[src/rtl/mips_mult_div.sv]
// Iterative MIPS HI/LO unit: MULT/MULTU/DIV/DIVU, one bit per clock.
// Signed operations run on magnitudes and the result signs are applied in a final FIXUP cycle.
module mips_mult_div #(
  parameter int WIDTH = 32
) (
  input  logic             clk,
  input  logic             rst_n,
  input  logic             start,
  input  logic [1:0]       op,
  input  logic [WIDTH-1:0] operand_a,
  input  logic [WIDTH-1:0] operand_b,
  output logic             busy,
  output logic             done,
  output logic [WIDTH-1:0] hi,
  output logic [WIDTH-1:0] lo,
  output logic             div_by_zero
);

  localparam int CW = $clog2(WIDTH);

  typedef enum logic [1:0] {
    IDLE  = 2'd0,
    RUN   = 2'd1,
    FIXUP = 2'd2
  } state_t;

  state_t            state_q, state_d;
  logic [CW-1:0]     cnt_q, cnt_d;
  logic              is_div_q, is_div_d;
  logic [WIDTH-1:0]  p_hi_q, p_hi_d;
  logic [WIDTH-1:0]  p_lo_q, p_lo_d;
  logic [WIDTH-1:0]  mcand_q, mcand_d;
  logic [WIDTH-1:0]  a_raw_q, a_raw_d;
  logic              neg_res_q, neg_res_d;
  logic              neg_rem_q, neg_rem_d;
  logic              busy_q, busy_d;
  logic              done_q, done_d;
  logic [WIDTH-1:0]  hi_q, hi_d;
  logic [WIDTH-1:0]  lo_q, lo_d;
  logic              dbz_q, dbz_d;

  logic              sign_a_s, sign_b_s;
  logic [WIDTH:0]    sum_s;
  logic [WIDTH:0]    rsh_s;
  logic [WIDTH:0]    diff_s;
  logic [2*WIDTH-1:0] prod_s;

  function automatic logic [WIDTH-1:0] neg_w(input logic [WIDTH-1:0] v);
    return ~v + {{(WIDTH-1){1'b0}}, 1'b1};
  endfunction

  function automatic logic [2*WIDTH-1:0] neg_2w(input logic [2*WIDTH-1:0] v);
    return ~v + {{(2*WIDTH-1){1'b0}}, 1'b1};
  endfunction

  assign sign_a_s = op[0] & operand_a[WIDTH-1];
  assign sign_b_s = op[0] & operand_b[WIDTH-1];

  // Multiply step adds the multiplicand into the high half when the next multiplier bit is set.
  assign sum_s  = {1'b0, p_hi_q} + {1'b0, (p_lo_q[0] ? mcand_q : {WIDTH{1'b0}})};
  // Divide step: the partial remainder stays below the divisor, so the trial difference fits in WIDTH bits.
  assign rsh_s  = {p_hi_q, p_lo_q[WIDTH-1]};
  assign diff_s = rsh_s - {1'b0, mcand_q};
  assign prod_s = {p_hi_q, p_lo_q};

  always_comb begin
    state_d   = state_q;
    cnt_d     = cnt_q;
    is_div_d  = is_div_q;
    p_hi_d    = p_hi_q;
    p_lo_d    = p_lo_q;
    mcand_d   = mcand_q;
    a_raw_d   = a_raw_q;
    neg_res_d = neg_res_q;
    neg_rem_d = neg_rem_q;
    busy_d    = busy_q;
    done_d    = 1'b0;
    hi_d      = hi_q;
    lo_d      = lo_q;
    dbz_d     = dbz_q;
    case (state_q)
      IDLE: begin
        if (start) begin
          is_div_d  = op[1];
          a_raw_d   = operand_a;
          neg_res_d = sign_a_s ^ sign_b_s;
          neg_rem_d = sign_a_s;
          p_hi_d    = {WIDTH{1'b0}};
          // The divider shifts the dividend out of LO; the multiplier shifts the multiplier out of LO.
          if (op[1]) begin
            p_lo_d  = sign_a_s ? neg_w(operand_a) : operand_a;
            mcand_d = sign_b_s ? neg_w(operand_b) : operand_b;
          end else begin
            p_lo_d  = sign_b_s ? neg_w(operand_b) : operand_b;
            mcand_d = sign_a_s ? neg_w(operand_a) : operand_a;
          end
          cnt_d   = CW'(WIDTH - 1);
          busy_d  = 1'b1;
          state_d = RUN;
        end else begin
          state_d = IDLE;
        end
      end
      RUN: begin
        if (is_div_q) begin
          if (!diff_s[WIDTH]) begin
            p_hi_d = diff_s[WIDTH-1:0];
            p_lo_d = {p_lo_q[WIDTH-2:0], 1'b1};
          end else begin
            p_hi_d = rsh_s[WIDTH-1:0];
            p_lo_d = {p_lo_q[WIDTH-2:0], 1'b0};
          end
        end else begin
          {p_hi_d, p_lo_d} = {sum_s, p_lo_q[WIDTH-1:1]};
        end
        if (cnt_q == {CW{1'b0}}) begin
          state_d = FIXUP;
        end else begin
          cnt_d = cnt_q - CW'(1);
        end
      end
      FIXUP: begin
        busy_d  = 1'b0;
        done_d  = 1'b1;
        state_d = IDLE;
        if (is_div_q) begin
          if (mcand_q == {WIDTH{1'b0}}) begin
            dbz_d = 1'b1;
            hi_d  = a_raw_q;
            lo_d  = {WIDTH{1'b1}};
          end else begin
            dbz_d = 1'b0;
            hi_d  = neg_rem_q ? neg_w(p_hi_q) : p_hi_q;
            lo_d  = neg_res_q ? neg_w(p_lo_q) : p_lo_q;
          end
        end else begin
          dbz_d        = 1'b0;
          {hi_d, lo_d} = neg_res_q ? neg_2w(prod_s) : prod_s;
        end
      end
      default: begin
        busy_d  = 1'b0;
        state_d = IDLE;
      end
    endcase
  end

  // State, datapath and output registers; reset abandons any operation in flight.
  always_ff @(posedge clk or negedge rst_n) begin
    if (!rst_n) begin
      state_q   <= IDLE;
      cnt_q     <= {CW{1'b0}};
      is_div_q  <= 1'b0;
      p_hi_q    <= {WIDTH{1'b0}};
      p_lo_q    <= {WIDTH{1'b0}};
      mcand_q   <= {WIDTH{1'b0}};
      a_raw_q   <= {WIDTH{1'b0}};
      neg_res_q <= 1'b0;
      neg_rem_q <= 1'b0;
      busy_q    <= 1'b0;
      done_q    <= 1'b0;
      hi_q      <= {WIDTH{1'b0}};
      lo_q      <= {WIDTH{1'b0}};
      dbz_q     <= 1'b0;
    end else begin
      state_q   <= state_d;
      cnt_q     <= cnt_d;
      is_div_q  <= is_div_d;
      p_hi_q    <= p_hi_d;
      p_lo_q    <= p_lo_d;
      mcand_q   <= mcand_d;
      a_raw_q   <= a_raw_d;
      neg_res_q <= neg_res_d;
      neg_rem_q <= neg_rem_d;
      busy_q    <= busy_d;
      done_q    <= done_d;
      hi_q      <= hi_d;
      lo_q      <= lo_d;
      dbz_q     <= dbz_d;
    end
  end

  assign busy        = busy_q;
  assign done        = done_q;
  assign hi          = hi_q;
  assign lo          = lo_q;
  assign div_by_zero = dbz_q;

endmodule
[config.mk]
export PLATFORM = sky130hd
export DESIGN_NAME = mips_mult_div
export DESIGN_NICKNAME = d
export VERILOG_FILES = /design/src/rtl/mips_mult_div.sv
export SDC_FILE = /design/constraint.sdc
export NUM_CORES = 1
export LEC_CHECK = 0
export ABC_AREA = 1
export CORE_ASPECT_RATIO = 1.2
export CORE_UTILIZATION = 43
export CTS_CLUSTER_DIAMETER = 60
export DETAILED_ROUTE_END_ITERATION = 8
export DONT_BUFFER_PORTS = 1
export HOLD_SLACK_MARGIN = 0.08
export PLACE_DENSITY = 0.54
export SLEW_MARGIN = 10
export SYNTH_ARGS = -nofsm -noshare
export SYNTH_HDL_FRONTEND = slang
export SYNTH_SLANG_ARGS = --single-unit
[constraint.sdc]
create_clock -name clk -period 2.8 [get_ports clk]
set_input_delay 0.28 -clock clk [delete_from_list [all_inputs] [get_ports clk]]
set_output_delay 0.28 -clock clk [all_outputs]
set_load 0.1 [all_outputs]
== Word level (Yosys, flattened, before mapping) ==
Cells that the tools add are included.

* Add/sub/neg operators: 8
* Equal/unequal tests: 5
* Muxes and demuxes: 31
* Bitwise gates (word level): 9
* Reductions and logical operators: 8

{| class="wikitable"
|+ Operators by type and width
! operator !! count
|-
| two-way mux 32 bit || 16
|-
| adder 32 x 1 -> 32 bit, second input constant || 4
|-
| NOT 32 bit || 4
|-
| case mux 32 bit (2 select lines) || 2
|-
| adder 64 x 1 -> 64 bit, second input constant || 1
|-
| two-way mux 64 bit || 1
|-
| NOT 64 bit || 1
|-
| adder 32 x 32 -> 33 bit || 1
|-
| subtractor 33 x 32 -> 33 bit || 1
|-
| logical NOT 32 bit || 1
|-
| two-way mux 5 bit || 2
|-
| case mux 5 bit (2 select lines) || 1
|-
| two-way mux 1 bit || 6
|-
| != test 2 bit, second input constant || 3
|-
| AND reduction 2 bit || 3
|-
| logical NOT 5 bit || 1
|-
| subtractor 5 x 1 -> 5 bit, second input constant || 1
|-
| case mux 2 bit (2 select lines) || 1
|-
| AND reduction 3 bit || 1
|-
| bitwise AND 1 bit || 2
|-
| equality test 2 x 1 -> 1 bit, second input constant || 1
|-
| equality test 2 bit, second input constant || 1
|-
| logical NOT 2 bit || 1
|-
| two-way mux 2 bit || 1
|-
| other kinds (4) || 4
|}

* Bits in registers: 205
* Bits of input ports: 69
* Output and inout bits: 67

== Depth between registers and ports, before layout ==
Gate-level depths: netlist of the first run.

* Word-level depth: 6
* Gate-level depth with buffers: 20
* Depth with buffers taken out: 19

== Worst setup path after synthesis of the first run ==
Ideal clock, no wire load.

* Kind: reg2reg
* Start point: reg p_lo_q[0]
* End point: reg p_hi_q[27]
* Data arrival time: 2.414 ns
* Data required time: 2.683 ns
* Slack: 0.270 ns
* Stages on the path, launching flop included: 20
* Path buffers: 2
* Clock period less this slack: 2.530 ns
* Cells stage by stage: dfrtp_1 buf_6 clkbuf_1 nand2_1 inv_1 ha_1 inv_1 fa_1 o21ai_1 nand2_1 nand2_1 nand2_1 nand2_1 nand3_1 nand3_1 nand2_1 nor2_1 nor2_1 nand2_1 nand2_1

* Cells in the longest elaborated chain, start to end: 4

{| class="wikitable"
|+ Ends and longest elaborated chain
! what !! RTL line !! text
|-
| start, declared || 31 || <nowiki>logic [WIDTH-1:0] p_lo_q, p_lo_d;</nowiki>
|-
| start signal, assigned || 155 || <nowiki>p_lo_q <= {WIDTH{1'b0}};</nowiki>
|-
| start signal, assigned || 170 || <nowiki>p_lo_q <= p_lo_d;</nowiki>
|-
| two-way mux 32 bit || 60 || <nowiki>assign sum_s = {1'b0, p_hi_q} + {1'b0, (p_lo_q[0] ? mcand_q : {WIDTH{1'b0}})};</nowiki>
|-
| adder 32 x 32 -> 33 bit || 60 ||
|-
| two-way mux 32 bit || 105 || <nowiki>if (is_div_q) begin</nowiki>
|-
| case mux 32 bit (2 select lines) || 81 || <nowiki>case (state_q)</nowiki>
|-
| end signal, assigned || 154 || <nowiki>p_hi_q <= {WIDTH{1'b0}};</nowiki>
|-
| end signal, assigned || 169 || <nowiki>p_hi_q <= p_hi_d;</nowiki>
|-
| end, declared || 30 || <nowiki>logic [WIDTH-1:0] p_hi_q, p_hi_d;</nowiki>
|}

No other way between the ends.
A chain may end at the register's enable or synchronous reset.

== Worst setup path in the final report of the first run ==
* Start point: reg p_lo_q[0]
* End point: reg p_hi_q[30]

The elaborated chain is that of the path after synthesis.

==> results of run 1 <==
## cell type report
type | count | area, µm² | share of cell area
inverter | 433 | 1629 | 0.07228
tap | 609 | 762.0 | 0.03381
timing repair buffer | 196 | 1668 | 0.07400
clock buffer | 30 | 696.9 | 0.03092
sequential | 205 | 5135 | 0.2278
multi-input combinational | 2494 | 12420 | 0.5511
antenna | 1 | 2.502 | 0.0001110
clock inverter | 20 | 225.2 | 0.009992
## cell families (layout without fill, tap and decap cells)
group | after synthesis | in the layout
AOI/OAI and AO/OA | 508 | 508
DFF | 205 | 205
adders and majority gates | 72 | 72
and+or+nand+nor | 1821 | 1822
xor gates and xnor gates | 92 | 92
buffers and inverters | 544 | 679
other | 0 | 1
## Yosys cell counts, drive strengths merged (6+ instances only)
library cell  count  area share
nand2          1000        0.20
inv             429       0.082
nor2            388       0.079
nand3           318       0.086
o21ai           213       0.055
a21oi           205       0.054
dfrtp           205        0.26
xor2             81       0.036
ha               70       0.045
clkbuf           68       0.013
buf              43       0.012
nand4            42       0.013
nor3             36       0.010
o211ai           29       0.011
or2              15      0.0048
o221ai           14      0.0063
a22oi            12      0.0049
nand3b           12      0.0046
xnor2            11      0.0049
a31oi             9      0.0029
o21bai            9      0.0035
nor4              6      0.0019
## placed cells by master (no fill, tap or decap), types with 29 or more instances in the layout
master	n
buf_4	140
a21oi_1	193
dlygate4sd3_1	50
nand3_1	298
ha_1	69
o211ai_1	29
clkbuf_16	29
xor2_1	81
nand4_1	42
o21ai_0	192
dfrtp_1	201
nor3_1	31
inv_1	410
nor2_1	362
nand2_1	975
## timing repair
action,CTS,global route
hold buffers,49,1
endpoints found under the hold margin,277,206
buffers inserted,0,6
setup endpoints to repair,0,32
gates resized for setup,0,34
## power by group through the flow
stage / clock, mW / combinational (mW) / sequential [mW]
3_3_place_gp: 0 / 21.2 / 6.43
2_1_floorplan: 0 / 13.9 / 6.94
5_1_grt: 3.80 / 24.7 / 6.55
4_1_cts: 3.67 / 21.6 / 6.40
6_report: 3.64 / 22.6 / 6.48
3_5_place_dp: 0 / 21.4 / 6.45
## per-layer routing
metal,up-vias,GRT usage,part of all wire
li1,10655,-,-
met3,232,0.04112,0.064
met1,10661,0.4764,0.40
met2,1015,0.6168,0.46
met4,0,0.2342,0.073
met5,-,0,0
## worst max path at each step
stage | to | startpoint | cells after the start
3_5_place_dp | p_hi_q[30] | p_lo_q[0] | 14
3_3_place_gp | p_hi_q[22] | p_lo_q[0] | 15
5_1_grt | p_hi_q[15] | mcand_q[0] | 19
6_report | p_hi_q[30] | p_lo_q[0] | 14
2_1_floorplan | p_hi_q[27] | p_lo_q[0] | 19
4_1_cts | p_hi_q[30] | p_lo_q[0] | 14
## stage by stage
stage	instance area [µm²]	TNS (ns)	hold slack, ns	worst slack (ns)
after floorplan	19550	0	-0.01559	0.2697
after global placement	20900	0	0.002217	0.006247
after detailed placement	20900	0	0.001576	0.03908
after CTS	22310	0	-0.6182	0.01856
after global routing	22540	-0.03741	-0.6015	-0.01653
final	22540	0	-0.5748	0.1302
## flip-flops by register name, indices dropped and copies added, names as in the netlist
signal       cells
a_raw_q         32
busy             1
cnt_q            5
div_by_zero      1
done             1
hi              32
is_div_q         1
lo              32
mcand_q         32
neg_rem_q        1
neg_res_q        1
p_hi_q          32
p_lo_q          32
state_q          2
==> reports/results.tsv, run 1 <==
stage	metric	value	unit
critical_path	critical path endpoint category	flop	
routing	drt total wl	88890	µm
pwr	Pwr Total	32.68	mW
final_layout	Non-Filler Instances	3988	
critical_path	reg-to-reg critical path endpoint	p_hi_q[30]	
critical_path	Bufs and invs on worst path	2	
logic_synthesis	post-synthesis sequential area ratio	0.2624	
sta	Hold WS	-0.5748	ns
outcome	failing checks	negative hold slack	
logic_synthesis	Synth Cell Area	0.01955	mm²
logic_synthesis	Async SR Flop Fraction	1.000	
logic_synthesis	largest family of logic cells by synthesized area	simple AND/OR/NAND/NOR gates	
logic_synthesis	post-synthesis adder-cell area fraction	0.04685	
grt	Total GRT Usage	0.3777	
grt	vias in the first global route	21210	
critical_path	CP Cell Sequence	buf_4, nand2_1, inv_1, ha_1, a21oi_1, o21ai_1, a21oi_2, nand2_1, nand3b_1, nand2_1, nand2_1, nand3_1, nand3_1, nand2_1	
die	Top Ports	136	
pwr	pwr dens	1450	mW/mm²
clocking	Max Root-Sink Buffers	3	
pwr	internal cell power	13.64	mW
pwr	Peak VDD IR	0.8555	mV
critical_path	Critical R2R Launch	p_lo_q[0]	
grt	first-pass GRT wire length	131200	µm
pwr	Clock Power Share	0.111	
clocking	clk slew on worst S/H paths	0.06	ns
critical_path	crit path DAT	3.12	ns
final_layout	P&R area growth vs syn	15.30	%
pwr	sequential power share	0.198	
critical_path	CP startpoint kind	flop	
pwr	Sw Share	0.5825	
critical_path	R2R Setup Slk	0.13	ns
critical_path	critical path's slowest cell	dfrtp_1	
final_layout	share of cells above drive strength 1	0.09739	
placed_design	IO buf count	0	
clocking	worst-skew pair later-pin latency	0.59	ns
final_layout	fill cell count	4870	
critical_path	Crit path largest cell delay	0.42	ns
routing	routed len/inst	22.29	µm
logic_synthesis	number of synthesis warnings	0	
critical_path	reg2reg path depth	14	
die	Die Y	235.6	µm
critical_path	Critical Path Fanout Max	9	
pwr	Net Sw Power	19.04	mW
pwr	leak pwr	11.25	nW
final_layout	fin util	0.5022	
logic_synthesis	simple logic cell fraction of the synthesized area	0.3968	
critical_path	CP most frequent cell	nand2_1	
logic_synthesis	Synth Area in Compound Gates	0.1440	
sta	final hold violations	205	
logic_synthesis	post-synthesis mux area share	0	
clocking	H-tree depth	1	
sta	RSZ-0062 raised after global routing	true	
routing	Post-DRT Antenna Nets	0	
sta	Final setup viols	0	
routing	initial DRC count	2155	
logic_synthesis	syn nets	3383	
die	Die ar.	0.04632	mm²
logic_synthesis	Synth Register Bits	205	
job	max cap viols	0	
die	core area	0.04488	mm²
logic_synthesis	Mapped Cells	3242	
logic_synthesis	xor/xnor share of the synthesized area	0.04122	
logic_synthesis	syn avg cell area	6.030	µm²
critical_path	critical path type	reg2reg	
outcome	outcome	finished with violations	
routing	vias post-DR	22563	
placed_design	GP Congestion	1.048	
die	Initial Util	0.4356	
die	die width	196.6	µm
clocking	root buf cell	clkbuf_16	
sta	minimum clock period after layout	2.670	ns
placed_design	placed instance count	3878	
routing	DR vias/cell	5.658	
die	row count	85	
routing	# DRC	0	
clocking	CTS tree	yes	
critical_path	Worst EP required	3.25	ns
sta	final period utilization	0.9535	
placed_design	Final HPWL DP	70720	µm
grt	gr ovfl total	0	
critical_path	CP delay by family, top	simple AND/OR/NAND/NOR gates	
sta	Slew HR	0.2034	
sta	worst clock skew	0.03703	ns
clocking	TritonCTS Sinks	205	
sta	Worst-Margin Slew	1.191	ns
final_layout	nets	3498	
routing	1st-pass router iterations	7	
sta	Final Max Slew Viols	0	
pwr	logic gate share of total power	0.690	
grt	pin count of the biggest net entering global routing	206	
sta	Achievable Freq	374.6	MHz
logic_synthesis	ys flop type	dfrtp_1	
clocking	CTS buffer count	27	
logic_synthesis	Distinct cells, synth	53	
worst_hold_path	worst hold path class	in2async	
grt	antenna violations before repair	1	
logic_synthesis	Post-synth EDFFs	0	
Note: power is estimated with default switching activity, not from simulation.
==> inputs of run 2 (changes only) <==
--- a/config.mk
+++ b/config.mk
@@ -9,3 +9,3 @@
 export CORE_ASPECT_RATIO = 1.2
-export CORE_UTILIZATION = 43
+export CORE_UTILIZATION = 45
 export CTS_CLUSTER_DIAMETER = 60
@@ -14,3 +14,3 @@
 export HOLD_SLACK_MARGIN = 0.08
-export PLACE_DENSITY = 0.54
+export PLACE_DENSITY = 0.56
 export SLEW_MARGIN = 10
==> constraint.sdc (replaced) <==
create_clock -name clk -period 2.99 [get_ports clk]
set_input_delay 0.299 -clock clk [delete_from_list [all_inputs] [get_ports clk]]
set_output_delay 0.299 -clock clk [all_outputs]
set_load 0.005 [all_outputs]
==> run 2 against run 1 <==
  * Core utilization up 0.58 points
  * Die area decreased by 4.4%
  * Routed wire length fell by 2.1%
  * Sequential power shrank 11%
  * Via count shrank 1.2%
  * Total power shrank 14%
  * Cell count shrank 3.7%
  * The flow still finishes with violations (negative hold slack)
  * Global-route usage rose by 1.4 points
  * Count of clock-buffer cells in the layout unchanged
  * Cell area down 3.6%
==> reports/results.tsv, run 2 (synthesis gave the netlist of run 1 again) <==
stage	metric	value	unit
outcome	outcome	finished with violations	
outcome	failing checks	negative hold slack	
placed_design	Final HPWL DP	69900	µm
grt	first-pass GRT wire length	128800	µm
routing	drt total wl	86990	µm
die	core area	0.04279	mm²
sta	Slew HR	0.2173	
final_layout	# diodes	0	
pwr	Peak VDD IR	0.9086	mV
sta	Achievable Freq	355.4	MHz
critical_path	reg2reg path depth	14	
critical_path	crit path DAT	3.26	ns
final_layout	P&R area growth vs syn	11.18	%
sta	Sum Neg Setup Slack	0	ns
placed_design	placed instance count	3747	
critical_path	CP most frequent cell	nand2_1	
clocking	root buf cell	clkbuf_16	
sta	final period utilization	0.9410	
die	die width	192.3	µm
placed_design	IO buf count	0	
critical_path	critical path type	reg2reg	
critical_path	CP Cell Sequence	buf_12, nand2_1, inv_1, ha_1, a21oi_1, o21ai_0, a21oi_1, nor2_1, nor2_1, nand2_1, nand2_1, nand3_1, nand3_1, nand2_1	
critical_path	R2R Setup Slk	0.18	ns
clocking	H-tree depth	1	
clocking	Hold-fix buffers, CTS	44	
grt	Total GRT Usage	0.3916	
grt	antenna violations before repair	3	
die	Die ar.	0.04428	mm²
final_layout	fin area	0.02173	mm²
routing	1st-pass router iterations	5	
placed_design	Area after DPL	0.02027	mm²
critical_path	Worst EP required	3.44	ns
pwr	leak pwr	10.85	nW
grt	pin count of the biggest net entering global routing	206	
clocking	clk slew on worst S/H paths	0.06	ns
final_layout	Non-Filler Instances	3839	
critical_path	Critical R2R Launch	p_lo_q[0]	
final_layout	most frequent cells in the layout	nand2_1 (978), inv_1 (410), nor2_1 (362)	
critical_path	Bufs and invs on worst path	2	
critical_path	CP delay by family, top	compound AO/OA/AOI/OAI gates	
placed_design	GP Congestion	1.065	
clocking	TritonCTS Sinks	205	
sta	final hold violations	205	
die	Die Y	230.3	µm
critical_path	Crit path largest cell delay	0.49	ns
critical_path	Critical Path Fanout Max	21	
job	max cap viols	0	
clocking	CTS tree	yes	
sta	Final Max Slew Viols	0	
routing	# DRC	0	
routing	vias post-DR	22285	
die	Initial Util	0.4569	
routing	routed len/inst	22.66	µm
routing	Post-DRT Antenna Nets	0	
critical_path	reg-to-reg critical path endpoint	p_hi_q[30]	
critical_path	CP startpoint	p_lo_q[0]	
critical_path	critical path's slowest cell	dfrtp_2	
clocking	Max Root-Sink Buffers	3	
grt	vias in the first global route	20987	
routing	DR vias/cell	5.805	
critical_path	critical path endpoint category	flop	
sta	worst clock skew	0.02050	ns
clocking	worst-skew pair later-pin latency	0.58	ns
sta	Final setup viols	0	
final_layout	commonest non-fill, non-tap cell in the layout	nand2_1	
worst_hold_path	worst hold path class	in2async	
grt	gr ovfl total	0	
clocking	post-CTS setup buffer count	0	
die	Top Ports	136	
routing	initial DRC count	2200	
sta	RSZ-0062 raised after global routing	false	
sta	minimum clock period after layout	2.814	ns
clocking	CTS buffer count	26	
pwr	pwr dens	1299	mW/mm²
critical_path	CP startpoint kind	flop	
final_layout	share of cells above drive strength 1	0.06967	
sta	Worst-Margin Slew	1.170	ns
sta	Hold WS	-0.5534	ns
final_layout	nets	3408	
die	row count	83	
==> run 2: cell count changes in the layout (fill, tap and decap cells not counted), sizes merged <==
cell / change
bufinv: +4
diode: -1
buf: -80
clkbuf: -2
inv: -1
dlygate4sd3: -6
clkinv: -5
nand2: -1
==> run 2: worst max path at each step <==
stage,cells past startpoint,slack [ns],to
final,14,0.18,p_hi_q[30]
after detailed placement,16,0.07,p_hi_q[26]
after floorplan,19,0.46,p_hi_q[27]
after CTS,16,0.05,p_hi_q[26]
after global placement,15,0.13,p_hi_q[24]
after global routing,17,0.01,p_hi_q[20]
==> run 2: worst reg2reg max path, cell delays in order (launching register included) <==
cell     delay [ns]
dfrtp_2        0.49
buf_12         0.19
nand2_1        0.08
inv_1          0.04
ha_1           0.38
a21oi_1        0.34
o21ai_0        0.18
a21oi_1        0.30
nor2_1         0.07
nor2_1         0.13
nand2_1        0.07
nand2_1        0.05
nand3_1        0.15
nand3_1        0.15
nand2_1        0.06
==> run 2: layer usage <==
layer / global-route usage / up-vias / routed length, µm
met5: 0 / - / 41
met4: 0.2566 / 6 / 6715
met3: 0.04976 / 271 / 6130
met2: 0.6230 / 1093 / 39460
met1: 0.4950 / 10401 / 34650
li1: - / 10514 / -
==> run 2: repair_timing <==
item | CTS | global route
gates resized for setup | 0 | 6
endpoints found under the setup margin | 0 | 12
endpoints found under the hold margin | 265 | 205
==> run 2: final cells by class <==
type	instances	area (µm²)
tap	552	690.7
timing repair buffer	108	945.9
fill	4536	21050
clock inverter	18	307.8
sequential	205	5134
multi-input combinational	2493	12320
clock buffer	30	705.7
inverter	433	1629
==> run 2: stage by stage <==
stage	util	total power, mW	worst slack (ns)	hold slack [ns]
floorplan	-	17.93	0.4597	0.003409
global placement	0.4737	23.81	0.1295	0.02292
detailed placement	0.4737	23.95	0.07005	0.02394
CTS	0.5077	27.83	0.04945	-0.5735
global route	0.5080	30.29	0.01331	-0.5689
finish	0.5080	28.23	0.1765	-0.5534
==> run 2: power by group <==
group / internal [mW] / total, mW / leakage [nW] / switching (mW)
registers: 3.98 / 5.76 / 2.37 / 1.78
clock network: 2.32 / 3.73 / 0.492 / 1.41
logic: 6.06 / 18.7 / 7.99 / 12.7
==> inputs of run 3 (changes only) <==
- GPL_ROUTABILITY_DRIVEN: default -> 0
- SETUP_SLACK_MARGIN: default -> 0.4
==> run 3 against run 2 <==
  * The flow still finishes with violations (negative hold slack)
  * Worst hold slack improved by 0.0058 ns
  * Critical path depth down 2
  * Critical path type is now in2reg
  * Non-clock buffer count rose by 33
==> reports/results.tsv, run 3 (synthesis gave the netlist of run 1 again) <==
stage	metric	value	unit
outcome	outcome	finished with violations	
outcome	failing checks	negative hold slack	
clocking	CTS buffer count	27	
clocking	TritonCTS Sinks	205	
pwr	Peak VDD IR	0.8369	mV
sta	Final setup viols	0	
final_layout	# diodes	0	
die	core area	0.04279	mm²
final_layout	commonest non-fill, non-tap cell in the layout	nand2_1	
critical_path	Critical Path Fanout Max	5	
sta	Achievable Freq	392.7	MHz
clocking	H-tree depth	1	
routing	drt total wl	86960	µm
clocking	clk slew on worst S/H paths	0.06	ns
routing	1st-pass router iterations	5	
critical_path	CP Cell Sequence	dlygate4sd3_1, inv_1, ha_1, nand3_1, nor2_4, nand2_1, o21ai_2, xor2_1, inv_1, nand2_1, nand3_1, a31oi_1	
critical_path	critical path's slowest cell	dlygate4sd3_1	
clocking	Hold-fix buffers, CTS	46	
die	Die ar.	0.04428	mm²
sta	final hold violations	205	
final_layout	fill cell count	4463	
grt	antenna violations before repair	1	
routing	routed len/inst	22.45	µm
sta	worst clock skew	0.02217	ns
grt	first-pass GRT wire length	127800	µm
die	row count	83	
final_layout	nets	3442	
critical_path	crit path DAT	3.04	ns
routing	initial DRC count	2619	
critical_path	critical path endpoint category	flop	
critical_path	CP startpoint kind	input port	
routing	# DRC	0	
sta	Final Max Slew Viols	0	
critical_path	WP depth	12	
placed_design	placed instance count	3743	
sta	Sum Neg Setup Slack	0	ns
critical_path	reg-to-reg critical path endpoint	p_hi_q[1]	
clocking	CTS tree	yes	
sta	Slew HR	0.3192	
critical_path	Bufs and invs on worst path	3	
die	die width	192.3	µm
placed_design	Final HPWL DP	67580	µm
clocking	Max Root-Sink Buffers	3	
sta	RSZ-0062 raised after global routing	true	
critical_path	reg2reg path depth	20	
critical_path	Critical R2R Launch	p_lo_q[31]	
job	max cap viols	0	
sta	minimum clock period after layout	2.546	ns
pwr	leak pwr	10.94	nW
routing	vias post-DR	22567	
final_layout	most frequent cells in the layout	nand2_1 (950), inv_1 (393), nor2_1 (348)	
routing	DR vias/cell	5.827	
critical_path	CP delay by family, top	buffers and inverters	
clocking	worst-skew pair later-pin latency	0.57	ns
final_layout	P&R area growth vs syn	15.41	%
final_layout	Non-Filler Instances	3873	
critical_path	R2R Setup Slk	0.46	ns
final_layout	share of cells above drive strength 1	0.1195	
worst_hold_path	worst hold path class	in2async	
grt	gr ovfl total	0	
pwr	pwr dens	1329	mW/mm²
critical_path	Worst EP required	3.48	ns
clocking	root buf cell	clkbuf_16	
placed_design	IO buf count	0	
critical_path	critical path type	in2reg	
die	Top Ports	136	
sta	Hold WS	-0.5476	ns
sta	final period utilization	0.8517	
grt	Total GRT Usage	0.3868	
sta	Worst-Margin Slew	1.021	ns
critical_path	Crit path largest cell delay	0.56	ns
routing	Post-DRT Antenna Nets	0	
grt	pin count of the biggest net entering global routing	206	
grt	vias in the first global route	20852	
die	Die Y	230.3	µm
die	Initial Util	0.4569	
[run 3: how the worst max path moves through the flow]
stage / from / end / slack (ns)
2_1_floorplan: p_lo_q[0] / p_hi_q[27] / 0.46
3_3_place_gp: p_lo_q[0] / p_hi_q[27] / 0.08
3_5_place_dp: p_lo_q[0] / p_hi_q[27] / 0.15
4_1_cts: p_lo_q[31] / p_hi_q[17] / 0.38
5_1_grt: p_hi_q[1] / p_hi_q[17] / 0.31
6_report: operand_a[0] / p_lo_q[14] / 0.44
[run 3: metal layers]
metal	global-route usage	routed length, µm
met4	0.2488	6688
met2	0.6176	39700
met3	0.06197	6984
met5	0	13
met1	0.4808	33580
[run 3: cell type report]
| class | instances | area [µm²] | area share |
|---|---|---|---|
| repair buffers | 141 | 1294 | 0.05734 |
| well taps | 552 | 690.7 | 0.03061 |
| inverters | 433 | 1642 | 0.07276 |
| clock inverters | 13 | 120.1 | 0.005324 |
| multi-input cells | 2493 | 12930 | 0.5731 |
| clock buffers | 36 | 729.5 | 0.03233 |
| flip-flops and latches | 205 | 5156 | 0.2285 |
[run 3: worst register-to-register path: stages (launching register included)]
cell	delay [ns]
dfrtp_1	0.35
inv_1	0.06
ha_2	0.18
fa_2	0.34
inv_2	0.07
nand2_2	0.05
nand2_2	0.10
nand3_2	0.08
nand2_2	0.10
nand2_2	0.06
nand2_4	0.09
nand2_4	0.07
nand2_4	0.06
nand2_4	0.07
nand2_8	0.19
buf_12	0.18
nand2_1	0.06
o21ai_0	0.06
nand2_1	0.10
nand2_1	0.11
nand2_1	0.05
[run 3: power breakdown]
group | internal, mW | switching (mW)
logic | 7.33 | 13.8
clock network | 1.81 | 1.39
registers | 4.01 | 1.67
total | 13.2 | 16.8
[run 3: per-stage QoR]
step / util / setup slack [ns] / hold WS (ns) / cell area (µm²) / total power, mW
final: 0.5273 / 0.4436 / -0.5476 / 22560 / 29.99
after detailed placement: 0.4730 / 0.1549 / 0.02330 / 20240 / 23.93
after floorplan: - / 0.4597 / 0.003409 / 19550 / 17.93
after global routing: 0.5273 / 0.3139 / -0.5676 / 22560 / 31.97
after global placement: 0.4730 / 0.08069 / 0.02476 / 20240 / 23.85
after CTS: 0.5075 / 0.3788 / -0.5665 / 21720 / 27.82
[run 3: what timing repair did]
action,4_1_cts,5_1_grt
buffers inserted,4,27
pin swaps,4,22
endpoints found under the hold margin,270,205
cloned,2,2
setup endpoints to repair,31,64
gates resized for setup,26,166
